$ cat src/rtl/conv_pkg.sv
`default_nettype none
// ============================================================================
// conv_pkg : shared pixel/window types and 3x3 window index helpers
// Revision : 1.0
// ============================================================================
package conv_pkg;

  localparam int PIX_W = 32;

  typedef logic [PIX_W-1:0]       pix_t;
  typedef logic [8:0][PIX_W-1:0]  pix_window_t;

  localparam int K_TL = 0;
  localparam int K_C  = 4;
  localparam int K_BR = 8;

  // Flat window index for neighbourhood row dr and column dc (both 0..2).
  function automatic logic [3:0] win_idx(input int dr, input int dc);
    return 4'(3 * dr + dc);
  endfunction

endpackage
`default_nettype wire

$ cat src/rtl/line_buffer.sv
`default_nettype none
// ============================================================================
// line_buffer : one-row pixel store, read and write at the same index per enable
// Revision    : 1.0
// ============================================================================
module line_buffer #(
  parameter int DEPTH = 10,
  parameter int WIDTH = 32
) (
  input  logic                     clk,
  input  logic                     en,
  input  logic [$clog2(DEPTH)-1:0] idx,
  input  logic [WIDTH-1:0]         wdata,
  output logic [WIDTH-1:0]         rdata
);

  logic [WIDTH-1:0] mem_q [DEPTH];

  // Asynchronous read returns the old entry in the same cycle it is overwritten.
  assign rdata = mem_q[idx];

  always_ff @(posedge clk) begin
    if (en) begin
      mem_q[idx] <= wdata;
    end
  end

endmodule
`default_nettype wire

$ cat src/rtl/conv_window_stream.sv
`default_nettype none
// ============================================================================
// conv_window_stream : 3x3 sliding-window generator over a raster pixel stream
// Revision           : 1.0
// ============================================================================
module conv_window_stream #(
  parameter int IMG_WIDTH  = 10,
  parameter int IMG_HEIGHT = 10,
  parameter int PIX_W      = 32
) (
  input  logic                          clk,
  input  logic                          rst_n,
  input  logic                          in_valid,
  output logic                          in_ready,
  input  logic                          in_sof,
  input  logic [PIX_W-1:0]              in_pixel,
  output logic                          out_valid,
  input  logic                          out_ready,
  output logic [8:0][PIX_W-1:0]         out_window,
  output logic [$clog2(IMG_HEIGHT)-1:0] out_row,
  output logic [$clog2(IMG_WIDTH)-1:0]  out_col,
  output logic                          out_last
);
  import conv_pkg::*;

  localparam int CW = $clog2(IMG_WIDTH);
  localparam int RW = $clog2(IMG_HEIGHT);
  localparam logic [CW-1:0] COL_MAX = CW'(IMG_WIDTH - 1);
  localparam logic [RW-1:0] ROW_MAX = RW'(IMG_HEIGHT - 1);

  logic [CW-1:0] col_q, col_d, eff_col;
  logic [RW-1:0] row_q, row_d, eff_row;

  logic [PIX_W-1:0] lb1_rd, lb2_rd;
  logic [2:0][PIX_W-1:0] new_col;
  // Two previous columns per window row; the third column comes live from new_col.
  logic [2:0][1:0][PIX_W-1:0] sh_q, sh_d;

  logic                  out_valid_q, out_valid_d;
  logic                  out_last_q,  out_last_d;
  logic [8:0][PIX_W-1:0] out_window_q, out_window_d;
  logic [RW-1:0]         out_row_q, out_row_d;
  logic [CW-1:0]         out_col_q, out_col_d;

  logic in_fire;
  logic emit;

  assign in_ready = !out_valid_q || out_ready;
  assign in_fire  = in_valid && in_ready;

  // A start-of-frame pixel is placed at (0,0) whatever the counters say.
  assign eff_col = in_sof ? '0 : col_q;
  assign eff_row = in_sof ? '0 : row_q;
  assign emit    = in_fire && (eff_row >= RW'(2)) && (eff_col >= CW'(2));

  assign new_col[0] = lb2_rd;
  assign new_col[1] = lb1_rd;
  assign new_col[2] = in_pixel;

  line_buffer #(.DEPTH(IMG_WIDTH), .WIDTH(PIX_W)) u_lb_prev1 (
    .clk   (clk),
    .en    (in_fire),
    .idx   (eff_col),
    .wdata (in_pixel),
    .rdata (lb1_rd)
  );

  line_buffer #(.DEPTH(IMG_WIDTH), .WIDTH(PIX_W)) u_lb_prev2 (
    .clk   (clk),
    .en    (in_fire),
    .idx   (eff_col),
    .wdata (lb1_rd),
    .rdata (lb2_rd)
  );

  always_comb begin
    col_d        = col_q;
    row_d        = row_q;
    sh_d         = sh_q;
    out_valid_d  = out_valid_q;
    out_window_d = out_window_q;
    out_row_d    = out_row_q;
    out_col_d    = out_col_q;
    out_last_d   = out_last_q;

    if (in_fire) begin
      if (eff_col == COL_MAX) begin
        col_d = '0;
        row_d = (eff_row == ROW_MAX) ? '0 : eff_row + 1'b1;
      end else begin
        col_d = eff_col + 1'b1;
        row_d = eff_row;
      end
      for (int dr = 0; dr < 3; dr++) begin
        sh_d[dr][0] = sh_q[dr][1];
        sh_d[dr][1] = new_col[dr];
      end
    end

    if (out_ready) begin
      out_valid_d = 1'b0;
    end

    if (emit) begin
      out_valid_d = 1'b1;
      for (int dr = 0; dr < 3; dr++) begin
        out_window_d[win_idx(dr, 0)] = sh_q[dr][0];
        out_window_d[win_idx(dr, 1)] = sh_q[dr][1];
        out_window_d[win_idx(dr, 2)] = new_col[dr];
      end
      out_row_d  = eff_row - RW'(2);
      out_col_d  = eff_col - CW'(2);
      out_last_d = (eff_row == ROW_MAX) && (eff_col == COL_MAX);
    end
  end

  always_ff @(posedge clk or negedge rst_n) begin
    if (!rst_n) begin
      col_q        <= '0;
      row_q        <= '0;
      sh_q         <= '0;
      out_valid_q  <= 1'b0;
      out_window_q <= '0;
      out_row_q    <= '0;
      out_col_q    <= '0;
      out_last_q   <= 1'b0;
    end else begin
      col_q        <= col_d;
      row_q        <= row_d;
      sh_q         <= sh_d;
      out_valid_q  <= out_valid_d;
      out_window_q <= out_window_d;
      out_row_q    <= out_row_d;
      out_col_q    <= out_col_d;
      out_last_q   <= out_last_d;
    end
  end

  assign out_valid  = out_valid_q;
  assign out_window = out_window_q;
  assign out_row    = out_row_q;
  assign out_col    = out_col_q;
  assign out_last   = out_last_q;

endmodule
`default_nettype wire

$ cat config.mk
export PLATFORM = sky130hd
export DESIGN_NAME = conv_window_stream
export DESIGN_NICKNAME = d
export VERILOG_FILES = /design/src/rtl/conv_pkg.sv /design/src/rtl/line_buffer.sv /design/src/rtl/conv_window_stream.sv
export SDC_FILE = /design/constraint.sdc
export NUM_CORES = 1
export LEC_CHECK = 0
export CAP_MARGIN = 25
export CORE_ASPECT_RATIO = 0.5
export CORE_MARGIN = 3
export CORE_UTILIZATION = 40
export CTS_CLUSTER_SIZE = 12
export DETAILED_ROUTE_END_ITERATION = 8
export PLACE_DENSITY = 0.61
export SLEW_MARGIN = 25
export SYNTH_ARGS = -nofsm -noshare
export SYNTH_HDL_FRONTEND = slang
export SYNTH_SLANG_ARGS = --single-unit
$ cat constraint.sdc
create_clock -name clk -period 22.2 [get_ports clk]
set_input_delay 4.44 -clock clk [delete_from_list [all_inputs] [get_ports clk]]
set_output_delay 4.44 -clock clk [all_outputs]
set_load 0.03 [all_outputs]
==> results.toml, run 1 <==
[run_status]
status = "complete, no violations"

[final_layout]
drive_gt1_share_pct = 6.90
final_common_cell = "nand2_1"
fin_nets = 3707
final_core_util_pct = 48.3
final_cell_mix = "1078 x nand2_1, 640 x edfxtp_1, 496 x dfrtp_1"
area_growth_syn_to_layout_pct = 18.0

[placed_design]
io_buffers = 335
dp_hpwl_um = 66300
place_congestion = 0.773

[cts]
clkTransAtPathRegs_ps = 60
ctsResizeCount = 0
root_buffer = "clkbuf_16"
tritoncts = "done"
ctsHtreeMaxLevel = 3
numCtsBuffers = 107
clkLatencyLatePin_ps = 700
cts_setup_buffers = 0
clk_path_buf_depth = 3
cts_hold_buffers = 0
clock_sinks = 1138

[synthesis]
yosys-top-cells-area = "edfxtp_1 44%, dfrtp_1 29%, nand2_1 9.3%, mux2i_1 3.0%, mux2_2 1.6%"
ys_ff_latch = 1138
yosysTopAreaCellShare_pct = 44.0
synth-simple-area-share_pct = 12.1
yosys_warnings = 0
syn_avg_cell_area_um2 = 12.9
yosys.area_share.xor_xnor_pct = 0.0401
synth_ff_type = "edfxtp_1"
netlist_area_mm2 = 0.0437
ys_seq_area_share_pct = 72.6
synth_edf_count = 640
synthDistinctLibCells = 51
synthAdderAreaFrac_pct = 0.115
syn_inst = 3384
yosys.area.top_type = "edfxtp_1"
synth_top_family_by_area = "simple AND/OR/NAND/NOR gates"
postSynth.asyncResetShare_pct = 43.8
synth_compound_area_share_pct = 7.74
mappedNetlistNets = 3425
synth_mux_area_share_pct = 4.60

[global_route]
overflow = 0
grt_pass1_vias = 26647
grt_pass1_wl_um = 172000
track_usage_pct = 20.0
antenna_found_initial = 1
grt_max_degree = 190

[floorplanning]
die_w_um = 473
start_util_pct = 40.9
rows = 84
core_mm2 = 0.107
io_pins = 336
die_h_um = 240
dieArea_mm2 = 0.113

[job]
cap_violations = 0

[route]
drt_iter0_drc = 2680
drcViolationCount = 0
vias_per_cell = 5.30
vias = 27398
drt_pass1_iterations = 6
post_drt_wl_per_cell_um = 22.3
postRouteAntennaNets = 0
drt-total-wl_um = 115000

[worst_setup_path]
worstPathMaxFanout = 9
cp_data_required_time_ps = 17760
worstSetupStartpointType = "input pin"
critPathKind = "in -> out"
worstPathArrival_ps = 6200
endpoint_kind = "output pin"

[timing]
worst_slew_pin_slew_ps = 1050
worst_clock_skew_ps = 29.2
hold_viol_final = 0
slew_headroom_pct = 30.1
rsz0062_at_grt = "false"
setup_tns_ps = 0
max_freq_mhz = 94.0
setup_viol = 0
fin_crit_sh_pct = 47.9
layout_min_cycle_time_ps = 10640
drv_slew = 0

[power_and_ir_drop]
vdd_drop_max_mv = 0.0590
power_leakage_nw = 21.0
p_per_area_mw_per_mm2 = 88.4

[min_path]
hold_class = "reg -> reg"
layer usage:
metal	track usage [%]	vias up	routed length [um]
met2	30.9	782	52800
met4	5.11	0	2430
met1	30.0	13943	53800
met5	0	-	0
met3	2.86	154	6140
li1	-	12519	-
metrics by stage:
stage          cells  setup WS, ps  instance area [um^2]  power, mW  hold WS [ps]
2_1_floorplan   3384         10340                 43700       2.69           439
3_3_place_gp    4974         11600                 48200       2.84           447
3_5_place_dp    4975         11560                 48200       2.85           454
4_1_cts         5171         11560                 51500       4.59           466
5_1_grt         5172         11480                 51500       4.73           481
6_report        5174         11560                 51500       4.56           463
final cells by class:
cell class              instances  area, um^2
clock buffers                 190        3110
clock inverters                 6         129
repair buffers                384        3810
well taps                    1419        1780
inverters                      40         150
multi-input cells            1995       10900
flip-flops and latches       1138       31700
diodes                          2        5.00
fillers                      9250       55100
report_power, final:
group / switching (mW) / internal [mW]
clock network: 0.777 / 0.967
logic: 0.275 / 0.113
registers: 0.0617 / 2.36
total: 1.11 / 3.44
worst max-delay path, stage by stage:
cell	delay, ps
clkdlybuf4s50_1	450
nand2b_1	520
clkdlybuf4s50_1	790
cell families after synthesis:
kind of cell | count (synthesis)
adders and majority gates | 4
buffers and inverters | 251
and+or+nand+nor | 1346
xor gates and xnor gates | 2
AOI/OAI and AO/OA | 451
muxes | 192
DFF | 1138
synthesized netlist by cell type, drive strengths merged (2+ instances only):
| master | count |
|---|---|
| o21ba | 2 |
| edfxtp | 640 |
| nor3 | 6 |
| mux2 | 61 |
| a41oi | 65 |
| a21oi | 39 |
| and2 | 2 |
| a31oi | 65 |
| nand3 | 36 |
| clkbuf | 71 |
| a222oi | 30 |
| o21ai | 51 |
| buf | 140 |
| nand4 | 2 |
| or3 | 2 |
| a22o | 30 |
| dfrtp | 498 |
| inv | 39 |
| a21o | 62 |
| nand2 | 1079 |
| nor3b | 2 |
| o221ai | 62 |
| a211oi | 34 |
| nor2b | 37 |
| ha | 4 |
| nand2b | 4 |
| o41ai | 3 |
| mux2i | 130 |
| and2b | 2 |
| nor4 | 5 |
| nor2 | 166 |
registers in the layout, summed over array words and instances, names as in the netlist:
name              cells
col_q                 4
out_window          288
u_lb_prev2.mem_q    320
out_valid             1
out_last              1
row_q                 4
sh_q                192
u_lb_prev1.mem_q    320
out_row               4
out_col               4
worst paths after layout:
path                                        from                               end  slack [ps]  cells after the start
min                        sh_q[148]$_DFFE_PN0P_       out_window[212]$_DFFE_PN0P_         460                      2
max reg2reg                 col_q[0]$_DFFE_PN0P_  u_lb_prev2.mem_q[6][5]$_DFFE_PP_       17400                      7
min in group asynchronous                  rst_n       out_window[205]$_DFFE_PN0P_        3740                      1
max in group asynchronous                  rst_n              sh_q[19]$_DFFE_PN0P_       15470                      4
max                                    out_ready                          in_ready       11560                      3
min reg2reg                sh_q[148]$_DFFE_PN0P_       out_window[212]$_DFFE_PN0P_         460                      2
Note: power is estimated with default switching activity, not from simulation.
==> run 2: changes to the inputs <==
==> constraint.sdc (replaced) <==
create_clock -name clk -period 10.7 [get_ports clk]
set_input_delay 2.14 -clock clk [delete_from_list [all_inputs] [get_ports clk]]
set_output_delay 2.14 -clock clk [all_outputs]
set_load 0.03 [all_outputs]
==> run 2 against run 1 <==
  * Combinational power increased by 100%
  * Register-to-register slack lost 11000 ps
  * Routed wire length up 1.0%
  * Sequential power is 110% higher
  * Die area did not move
  * Count of clock-buffer cells in the layout up 1
  * First-iteration DRC count down 7.0%
  * Critical path depth unchanged
  * Design area is 0.15% lower
  * Via count about the same
  * Core utilization decreased by 0.071 points
  * Setup slack worse by 6900 ps
  * Critical path type unchanged
  * Largest power group unchanged
==> results.toml, run 2 (same netlist as run 1, synthesis figures left out) <==
[timing]
drv_slew = 0
hold_slack_ps = 450
worst_slew_pin_slew_ps = 1050
layout_min_cycle_time_ps = 6070
rsz0062_at_grt = "false"
max_freq_mhz = 165
setup_viol = 0
setup_tns_ps = 0
fin_crit_sh_pct = 56.7
worst_clock_skew_ps = 33.8
slew_headroom_pct = 30.2
hold_viol_final = 0

[floorplanning]
rows = 84
die_w_um = 473
core_mm2 = 0.107
io_pins = 336
dieArea_mm2 = 0.113
start_util_pct = 40.9
die_h_um = 240

[route]
vias = 27380
drt_iter0_drc = 2492
post_drt_wl_per_cell_um = 22.5
vias_per_cell = 5.29
postRouteAntennaNets = 0
drt-total-wl_um = 116000
drt_pass1_iterations = 8
drcViolationCount = 0

[final_layout]
drive_gt1_share_pct = 6.80
area_growth_syn_to_layout_pct = 17.8
final_cell_mix = "1078 x nand2_1, 640 x edfxtp_1, 496 x dfrtp_1"
fin_nets = 3704
final_common_cell = "nand2_1"

[min_path]
hold_class = "reg -> reg"

[cts]
clkLatencyLatePin_ps = 710
ctsResizeCount = 0
cts_setup_buffers = 0
root_buffer = "clkbuf_16"
clkTransAtPathRegs_ps = 60
clk_path_buf_depth = 3
tritoncts = "done"
ctsHtreeMaxLevel = 3
numCtsBuffers = 106
clock_sinks = 1138
cts_hold_buffers = 0

[worst_setup_path]
slowest_stage = "clkdlybuf4s50_1"
worstPathArrival_ps = 3930
cp_data_required_time_ps = 8560
endpoint_kind = "output pin"
path_common_cell = "clkdlybuf4s50_1"
worstPathMaxFanout = 9
worstSetupStartpointType = "input pin"
max_stage_delay_ps = 800
worstPathCellList = "clkdlybuf4s50_1, nand2b_1, clkdlybuf4s50_1"
critPathKind = "in -> out"
rrSetupSlack_ps = 6490

[power_and_ir_drop]
p_per_area_mw_per_mm2 = 182
vdd_drop_max_mv = 0.127
power_leakage_nw = 20.9

[global_route]
met3_usage_pct = 3.64
grt_pass1_wl_um = 175000
gr-usage-met1_pct = 29.8
use_met2_pct = 31.6
grt_max_degree = 207
overflow = 0
antenna_found_initial = 3
grt_pass1_vias = 27107
track_usage_pct = 20.3
gr-max-usage-layer = "met2"

[run_status]
status = "complete, no violations"

[placed_design]
dp_hpwl_um = 66500
io_buffers = 335
place_congestion = 0.773

[job]
cap_violations = 0
## run 2: path summary, 6_finish.rpt
kind | start | end | cells past startpoint
max in group asynchronous | rst_n | out_window[60]$_DFFE_PN0P_ | 3
min reg2reg | sh_q[155]$_DFFE_PN0P_ | out_window[219]$_DFFE_PN0P_ | 2
min in group asynchronous | rst_n | sh_q[141]$_DFFE_PN0P_ | 1
min | sh_q[155]$_DFFE_PN0P_ | out_window[219]$_DFFE_PN0P_ | 2
max | out_ready | in_ready | 3
max reg2reg | col_q[0]$_DFFE_PN0P_ | u_lb_prev2.mem_q[4][19]$_DFFE_PP_ | 6
## run 2: worst max-delay path: cells and delay by family
family | cells | cell delay [ps]
buffers and inverters | 2 | 1250
AND/OR/NAND/NOR | 1 | 530
## run 2: report_power, final
part	switching (mW)	total, mW	internal [mW]
clock	1.60	3.54	1.93
sequential	0.139	5.04	4.90
combinational	0.557	0.794	0.237
total	2.30	9.37	7.07
## run 2: final cells by class
type / instances / area (um^2)
Timing Repair Buffer: 382 / 3820
Multi-Input combinational cell: 1995 / 10900
Inverter: 40 / 150
Tap cell: 1419 / 1780
Clock buffer: 191 / 3080
Antenna cell: 3 / 7.51
Sequential cell: 1138 / 31700
Fill cell: 9334 / 55200
Clock inverter: 5 / 78.8
## run 2: routing by layer
metal,wire length (um),part of all wire (%)
met5,0,0
met4,2240,1.9
met3,7010,6.0
met2,53700,46
met1,53400,46
## run 2: metrics by stage
stage	power [mW]	instance area (um^2)	setup slack, ps	util, %	instances
6_report	9.37	51500	4630	48.2	5173
5_1_grt	9.74	51500	4610	48.2	5171
4_1_cts	9.46	51400	4640	48.2	5168
3_5_place_dp	5.91	48200	4650	45.2	4972
3_3_place_gp	5.89	48200	4680	45.2	4972
2_1_floorplan	5.57	43700	1140	-	3384
==> variant (config.mk and constraints of run 2) <==
The parameter `IMG_HEIGHT` goes from 10 to 20.
--- a/src/rtl/conv_window_stream.sv
+++ b/src/rtl/conv_window_stream.sv
@@ -5,7 +5,7 @@
 // ============================================================================
 module conv_window_stream #(
   parameter int IMG_WIDTH  = 10,
-  parameter int IMG_HEIGHT = 10,
+  parameter int IMG_HEIGHT = 20,
   parameter int PIX_W      = 32
 ) (
   input  logic                          clk,
Ports: changed (resized out_row); port bits go from 336 to 337. The function was not compared with the original's and may differ.
==> variant against run 2 <==
Wire length is 0.95% lower; sequential cell count is 2 higher; area after synthesis hardly changed; worst setup slack worse by 56 ps; first-iteration DRC count is 2.1% higher; design area is 0.26% higher; count of clock-buffer cells in the layout is 1 higher.
Power is not compared: it rests on default switching activity, and its combinational part moved more than twofold at a synthesized area within 25%.
==> variant: results (changes against run 2) <==
Parameter                              Value

Global route
  GRT Overall Usage    20.1% (-0.20 points)
  First-pass GRT wire length    173,000 µm (-1.4%)
  Number of antenna violations at the first check in global routing    1 (-2)
  Pin count of the biggest net entering global routing    198 (-4.3%)
  Met3 usage    3.33% (-0.31 points)

Logic synthesis
  Post-synth cell types    59 (+16%)
  Share of the yosys chip area belonging to registers    72.6% (about the same)
  Post-synthesis share of cell area spent on full adders, half adders and majority gates    0.0859% (-0.029 points)
  Fraction of synthesized cell area in xor and xnor cells    0.0200% (-0.020 points)
  Compound-gate portion of the synthesized area    7.80% (+0.063 points)
  Synthesized area divided by synthesized cell count    12.9 µm² (-0.25%)

Worst setup path
  CP Max Fanout    8 (-1)
  FF-to-FF path depth    7 (+1)
  Worst R2R Start    col_q[1]$_DFFE_PN0P_
  Data arrival time of the critical path    3980 ps (+50 ps)

Layout
  Share of final-layout standard cells stronger than drive strength 1    7.32% (+0.52 points)
  Non-filler instance count after layout    5,210 (+0.72%)
  Nets    3,723 (+0.51%)

STA
  Worst slew slack as a fraction of its limit    28.7% (-1.5 points)
  Crit share post-route    57.2% (+0.52 points)
  Hold slack final    439 ps (-10.6 ps)

Routing
  Detail Route met2 WL    52,800 µm (-1.6%)
  Via-to-Cell Ratio    5.24 (-0.91%)
  Routed length per placed instance    22.1 µm (-1.7%)
  First drt pass iteration count    6 (-2)
  Met3 WL post-DR    6070 µm (-14%)
  First-iteration detailed-routing DRC count    2,545 (+2.1%)

Min path
  Worst min-delay path startpoint    sh_q[71]$_DFFE_PN0P_
  Hold path endpoint    out_window[103]$_DFFE_PN0P_

Place
  Total half-perimeter wirelength after legalization and detailed placement    68,200 µm (+2.6%)
  Area of placed instances    48,300 µm² (about the same)
  Global placer's final weighted congestion    0.775 (+0.26%)

Outcome
  Outcome    finished, final reports clean
variant: cell types whose count changed after synthesis, moves of 32 or more:
cell / change
sky130_fd_sc_hd__and2_1: +33
sky130_fd_sc_hd__inv_1: -33
sky130_fd_sc_hd__a2bb2oi_1: +34
sky130_fd_sc_hd__nand3_1: -34
sky130_fd_sc_hd__nand2_1: +32
sky130_fd_sc_hd__a31oi_1: +63
sky130_fd_sc_hd__a41oi_1: -64
variant: power groups by stage:
stage	Sequential, µW	Clock, µW	Combinational, µW
global placement	6140	0	3850
floorplan	7000	0	1240
global route	6170	3830	4130
finish	6070	3570	3870
detailed placement	6170	0	3890
CTS	6090	3640	3900
variant: layout make-up:
| class | instances | area, µm² |
|---|---|---|
| well taps | 1435 | 1800 |
| fillers | 9400 | 56400 |
| clock inverters | 7 | 114 |
| inverters | 6 | 23.8 |
| flip-flops and latches | 1140 | 31700 |
| diodes | 2 | 5.00 |
| multi-input cells | 2040 | 10900 |
| repair buffers | 388 | 3890 |
| clock buffers | 192 | 3100 |
